$ cat src/rtl/sal_axi_wr_resp.sv
// rtl/sal_axi_wr_resp.sv - AXI write responder: one INCR burst -> per-beat requests + one B response
// Optional statistics counters enabled by SAL_WR_RESP_STATS_EN.
module sal_axi_wr_resp #(
   parameter int ID_WIDTH   = 4,
   parameter int ADDR_WIDTH = 32,
   parameter int DATA_WIDTH = 128,
   parameter int LEN_WIDTH  = 8
) (
   input  logic                    clk,
   input  logic                    rst_n,
   input  logic                    awvalid,
   output logic                    awready,
   input  logic [ID_WIDTH-1:0]     awid,
   input  logic [ADDR_WIDTH-1:0]   awaddr,
   input  logic [LEN_WIDTH-1:0]    awlen,
   input  logic [2:0]              awsize,
   input  logic                    wvalid,
   output logic                    wready,
   input  logic [DATA_WIDTH-1:0]   wdata,
   input  logic [DATA_WIDTH/8-1:0] wstrb,
   input  logic                    wlast,
   output logic                    bvalid,
   input  logic                    bready,
   output logic [ID_WIDTH-1:0]     bid,
   output logic [1:0]              bresp,
   output logic                    req_valid,
   input  logic                    req_ready,
   output logic [ADDR_WIDTH-1:0]   req_addr,
   output logic [DATA_WIDTH-1:0]   req_data,
   output logic [DATA_WIDTH/8-1:0] req_strb,
   output logic                    req_last,
   output logic [15:0]             stat_burst_cnt,
   output logic [15:0]             stat_err_cnt
);

   localparam logic [1:0] ST_IDLE = 2'd0;
   localparam logic [1:0] ST_DATA = 2'd1;
   localparam logic [1:0] ST_RESP = 2'd2;

   logic [1:0]            state_q,    state_d;
   logic                  awready_q,  awready_d;
   logic                  bvalid_q,   bvalid_d;
   logic [LEN_WIDTH-1:0]  beat_cnt_q, beat_cnt_d;
   logic [ADDR_WIDTH-1:0] addr_q,     addr_d;
   logic [ID_WIDTH-1:0]   id_q,       id_d;
   logic [LEN_WIDTH-1:0]  len_q,      len_d;
   logic [2:0]            size_q,     size_d;
   logic                  err_q,      err_d;

   logic                  in_data;
   logic                  aw_hs;
   logic                  w_hs;
   logic                  b_hs;
   logic                  beat_is_last;
   logic [ADDR_WIDTH-1:0] size_bytes;

   assign in_data      = (state_q == ST_DATA);
   assign aw_hs        = awvalid & awready_q;
   assign wready       = in_data & req_ready;
   assign w_hs         = wvalid & wready;
   assign b_hs         = bvalid_q & bready;
   assign beat_is_last = (beat_cnt_q == len_q);
   assign size_bytes   = ADDR_WIDTH'(1) << size_q;

   assign awready   = awready_q;
   assign bvalid    = bvalid_q;
   assign bid       = id_q;
   assign bresp     = {err_q, 1'b0};
   assign req_valid = in_data & wvalid;
   assign req_addr  = addr_q;
   assign req_data  = wdata;
   assign req_strb  = wstrb;
   assign req_last  = wlast | beat_is_last;

   always_comb begin
      state_d    = state_q;
      beat_cnt_d = beat_cnt_q;
      addr_d     = addr_q;
      id_d       = id_q;
      len_d      = len_q;
      size_d     = size_q;
      err_d      = err_q;
      case (state_q)
         ST_IDLE: begin
            if (aw_hs) begin
               id_d       = awid;
               addr_d     = awaddr;
               len_d      = awlen;
               size_d     = awsize;
               beat_cnt_d = '0;
               err_d      = 1'b0;
               state_d    = ST_DATA;
            end
         end
         ST_DATA: begin
            if (w_hs) begin
               beat_cnt_d = beat_cnt_q + LEN_WIDTH'(1);
               // Next beat aligns down to the transfer size before stepping.
               addr_d     = (addr_q & ~(size_bytes - ADDR_WIDTH'(1))) + size_bytes;
               if (wlast | beat_is_last) begin
                  err_d   = wlast ^ beat_is_last;
                  state_d = ST_RESP;
               end
            end
         end
         ST_RESP: begin
            if (b_hs) begin
               state_d = ST_IDLE;
            end
         end
         default: state_d = ST_IDLE;
      endcase
      awready_d = (state_d == ST_IDLE);
      bvalid_d  = (state_d == ST_RESP);
   end

   always_ff @(posedge clk or negedge rst_n) begin
      if (!rst_n) begin
         state_q    <= ST_IDLE;
         awready_q  <= 1'b0;
         bvalid_q   <= 1'b0;
         beat_cnt_q <= '0;
         addr_q     <= '0;
         id_q       <= '0;
         len_q      <= '0;
         size_q     <= '0;
         err_q      <= 1'b0;
      end else begin
         state_q    <= state_d;
         awready_q  <= awready_d;
         bvalid_q   <= bvalid_d;
         beat_cnt_q <= beat_cnt_d;
         addr_q     <= addr_d;
         id_q       <= id_d;
         len_q      <= len_d;
         size_q     <= size_d;
         err_q      <= err_d;
      end
   end

`ifdef SAL_WR_RESP_STATS_EN
   logic [15:0] burst_cnt_q, burst_cnt_d;
   logic [15:0] err_cnt_q,   err_cnt_d;

   always_comb begin
      burst_cnt_d = burst_cnt_q;
      err_cnt_d   = err_cnt_q;
      if (b_hs) begin
         if (burst_cnt_q != 16'hFFFF) burst_cnt_d = burst_cnt_q + 16'd1;
         if (err_q && (err_cnt_q != 16'hFFFF)) err_cnt_d = err_cnt_q + 16'd1;
      end
   end

   always_ff @(posedge clk or negedge rst_n) begin
      if (!rst_n) begin
         burst_cnt_q <= '0;
         err_cnt_q   <= '0;
      end else begin
         burst_cnt_q <= burst_cnt_d;
         err_cnt_q   <= err_cnt_d;
      end
   end

   assign stat_burst_cnt = burst_cnt_q;
   assign stat_err_cnt   = err_cnt_q;
`else
   assign stat_burst_cnt = 16'd0;
   assign stat_err_cnt   = 16'd0;
`endif

endmodule

$ cat config.mk
export PLATFORM = sky130hd
export DESIGN_NAME = sal_axi_wr_resp
export DESIGN_NICKNAME = d
export VERILOG_FILES = /design/src/rtl/sal_axi_wr_resp.sv
export SDC_FILE = /design/constraint.sdc
export NUM_CORES = 1
export LEC_CHECK = 0
export BUFFER_PORTS_ARGS = -buffer_cell sky130_fd_sc_hd__buf_2
export CELL_PAD_IN_SITES_DETAIL_PLACEMENT = 1
export CELL_PAD_IN_SITES_GLOBAL_PLACEMENT = 1
export CORE_AREA = 5 5 158 160
export CTS_BUF_LIST = sky130_fd_sc_hd__clkbuf_8
export DETAILED_ROUTE_END_ITERATION = 12
export DIE_AREA = 0 0 163 165
export PLACE_DENSITY_LB_ADDON = 0.1
export SLEW_MARGIN = 20
export SYNTH_ARGS = -nofsm -noshare
export SYNTH_HDL_FRONTEND = slang
export SYNTH_SLANG_ARGS = --single-unit
$ cat constraint.sdc
create_clock -name clk -period 2.96 [get_ports clk]
set_input_delay 0.592 -clock clk [delete_from_list [all_inputs] [get_ports clk]]
set_output_delay 0.592 -clock clk [all_outputs]
set_load 0.03 [all_outputs]
==> impl_metrics.ini <==
[yosys]
synth_edf_count = 0
synth_area_leaders = dfrtp_1 28%, buf_4 25%, nand2_1 3.2%, mux2_2 3.1%, o21ai_0 3.0%
synth_ff_type = dfrtp_1
yosysTopAreaCellShare_pct = 27.78
syn-cell-area_mm2 = 0.005405
syn_area_per_cell_um2 = 8.512
synthCells = 635
synth_seq_cells = 60
ys_seq_area_share_pct = 27.78
async_reset_ff_share_pct = 100.0
yosysTopAreaCell = dfrtp_1
synth_cell_types = 73
synth_warnings = 0

[detailed_routing]
first_pass_iters = 4
routed_via_density = 4.589
routed_wl_mm = 18.07
drt_iter0_drc = 179
top_layer = met4
drt-met1-wl_mm = 8.313
vias = 4240
met2_length_mm = 8.277
wl_met3_mm = 1.103
final_antenna_net_count = 0
drcViolationCount = 0
routedWlPerCell_um = 19.56

[timing]
maxSlewHeadroom_pct = 62.92
setup_tns_ns = 0
period_share_pct = 94.46
max_freq_mhz = 357.6
slew_viol_final = 0
finalHoldViolCount = 0
setup_viol = 0
finClkSkew_ns = 0.009754
worst_pin_slew_ns = 0.5541
post-route-min-period_ns = 2.796

[cells_and_area]
fin_cells = 924
drive_above_1_share_pct = 30.58
nets = 805
area_growth_pct = 2.384
final_cell_mix = 95 x buf_2, 60 x dfrtp_1, 46 x nand2_1, 40 x nor2_1, 33 x conb_1
final_common_cell = buf_2
antennaDiodeCount = 0
fillers = 2783

[floorplanning]
die_x_um = 163
core_mm2 = 0.02326
start_util_pct = 23.24
dieArea_mm2 = 0.02690
ios = 417
rows = 56
die_y_um = 165

[worst_setup_path]
worstReg2RegStart = size_q[2]
crit_required_ns = 3.21
worst-r2r-setup-slack_ns = 0.16
worstPathArrival_ns = 3.04
cp_slowest_cell = or3_1
cp-start-kind = flop
critical_path_class = reg2reg
critical_path.top_delay_family = compound AO/OA/AOI/OAI gates
timing.critical_path.buf_inv = 0
critPathMaxFanout = 5
critPathCaptureType = flop
r2r_cells = 9
slowest_delay_ns = 0.44
crit_path_cell_trace = or3_1 -> ha_4 -> mux2i_1 -> nand4bb_4 -> a211oi_2 -> o21ai_4 -> a2111oi_4 -> xor2_1 -> o21ai_1
r2r-end = req_addr[31]

[global_route]
grt_pass1_wl_mm = 27.86
grt_pass1_vias = 4643
gr-total-overflow = 0
antenna_found_initial = 0
track_usage_pct = 13.27
grt_max_degree = 61

[cts]
hold_buffers = 0
cts_buffers = 9
clk_pin_slew_ns = 0.08
clock_sinks = 60
cts_tree = done
clk_latency_ns = 0.37
cts_buffer_depth = 2
cts.htree.levels = 3
cts_root_buf = clkbuf_8

[flow_run]
drv_cap = 0

[placed_design]
portBuffers = 95
hpwl_mm = 13.29
gp_congestion = 0.7913
dp_cells = 904

[min_path]
hp-class = in2async

[power]
cellLeakagePower_nw = 2.406
peakVddDrop_v = 0.0004273
powerDensity_mw_per_mm2 = 1143

[outcome]
outcome = completed
[registers in the layout, indices dropped and copies added, names as in the netlist]
signal and count:
awready 1, beat_cnt_q 8, bid 4, bvalid 1
err_q 1, len_q 8, req_addr 32, size_q 3
state_q 2
[synthesized netlist by cell type (all sizes together) (3+ instances only)]
master and number:
clkbuf 18, inv 7, and4 3, buf 186, a21oi 22, nand2 47
nand4 6, a311o 3, a21o 4, o22a 3, nor2b 6, nor3 19
ha 7, and2 11, nor2 41, a22o 3, o31ai 3, xor2 16
nand2b 3, a311oi 6, mux2 15, o21a 3, or3 13, xnor2 8
a31oi 8, nand3 13, a211oi 8, o21ai 35, nor4 4, dfrtp 60
o22ai 5, and3 14
[metrics by stage]
stage | hold WS, ns | power, mW | utilization, % | setup slack [ns] | area [um^2]
finish | 0.2373 | 6.325 | 23.79 | 0.1639 | 5534
global route | 0.2505 | 6.853 | 23.79 | -0.007016 | 5534
CTS | 0.2391 | 6.332 | 23.29 | 0.005120 | 5418
detailed placement | 0.4887 | 5.297 | 22.18 | 0.01960 | 5160
global placement | 0.4875 | 5.266 | 22.18 | 0.1308 | 5160
floorplan | 0.2964 | 4.415 | - | 0.06636 | 5527
[area by class of cell]
cell class                 count  area, um^2  area share (%)
multi-input combinational    396        2620           47.34
clock buffer                  11       151.4           2.736
tap                          319       399.1           7.212
timing repair buffer         126       737.0           13.32
clock inverter                 5       98.84           1.786
inverter                       7       26.28          0.4748
sequential                    60        1501           27.13
[power breakdown]
group	internal, mW	leakage (nW)	switching [mW]
clock	0.602	0.131	0.395
sequential	1.18	0.737	0.471
combinational	1.37	1.54	2.31
total	3.15	2.41	3.17
[worst max-delay path by stage]
stage / start / to / depth (start not counted)
6_report: size_q[2] / req_addr[31] / 9
5_1_grt: size_q[2] / req_addr[7] / 13
4_1_cts: size_q[2] / req_addr[18] / 11
3_5_place_dp: size_q[2] / req_addr[9] / 10
3_3_place_gp: size_q[2] / req_addr[9] / 12
2_1_floorplan: size_q[0] / req_addr[25] / 12
[routing by layer]
layer  up-vias  global-route usage (%)
met5         -                       0
met4         0                   4.270
met3        59                   3.619
met2       147                   21.00
met1      2095                   17.60
li1       1939                       -
[timing repair]
item	CTS	global route
buffers inserted	0	4
endpoints found under the setup margin	1	15
gates resized for setup	1	9
pin swaps	0	4
[cells by family after synthesis]
group | Yosys count | share of synthesized area (%)
compound gates | 128 | 17.25
xor+xnor | 24 | 3.889
fa+ha+maj | 7 | 1.620
buf+inv | 211 | 27.62
flops | 60 | 27.78
mux | 17 | 3.495
other cells | 1 | 0.06938
simple gates | 187 | 18.29
(Power assumes the default switching activity.)
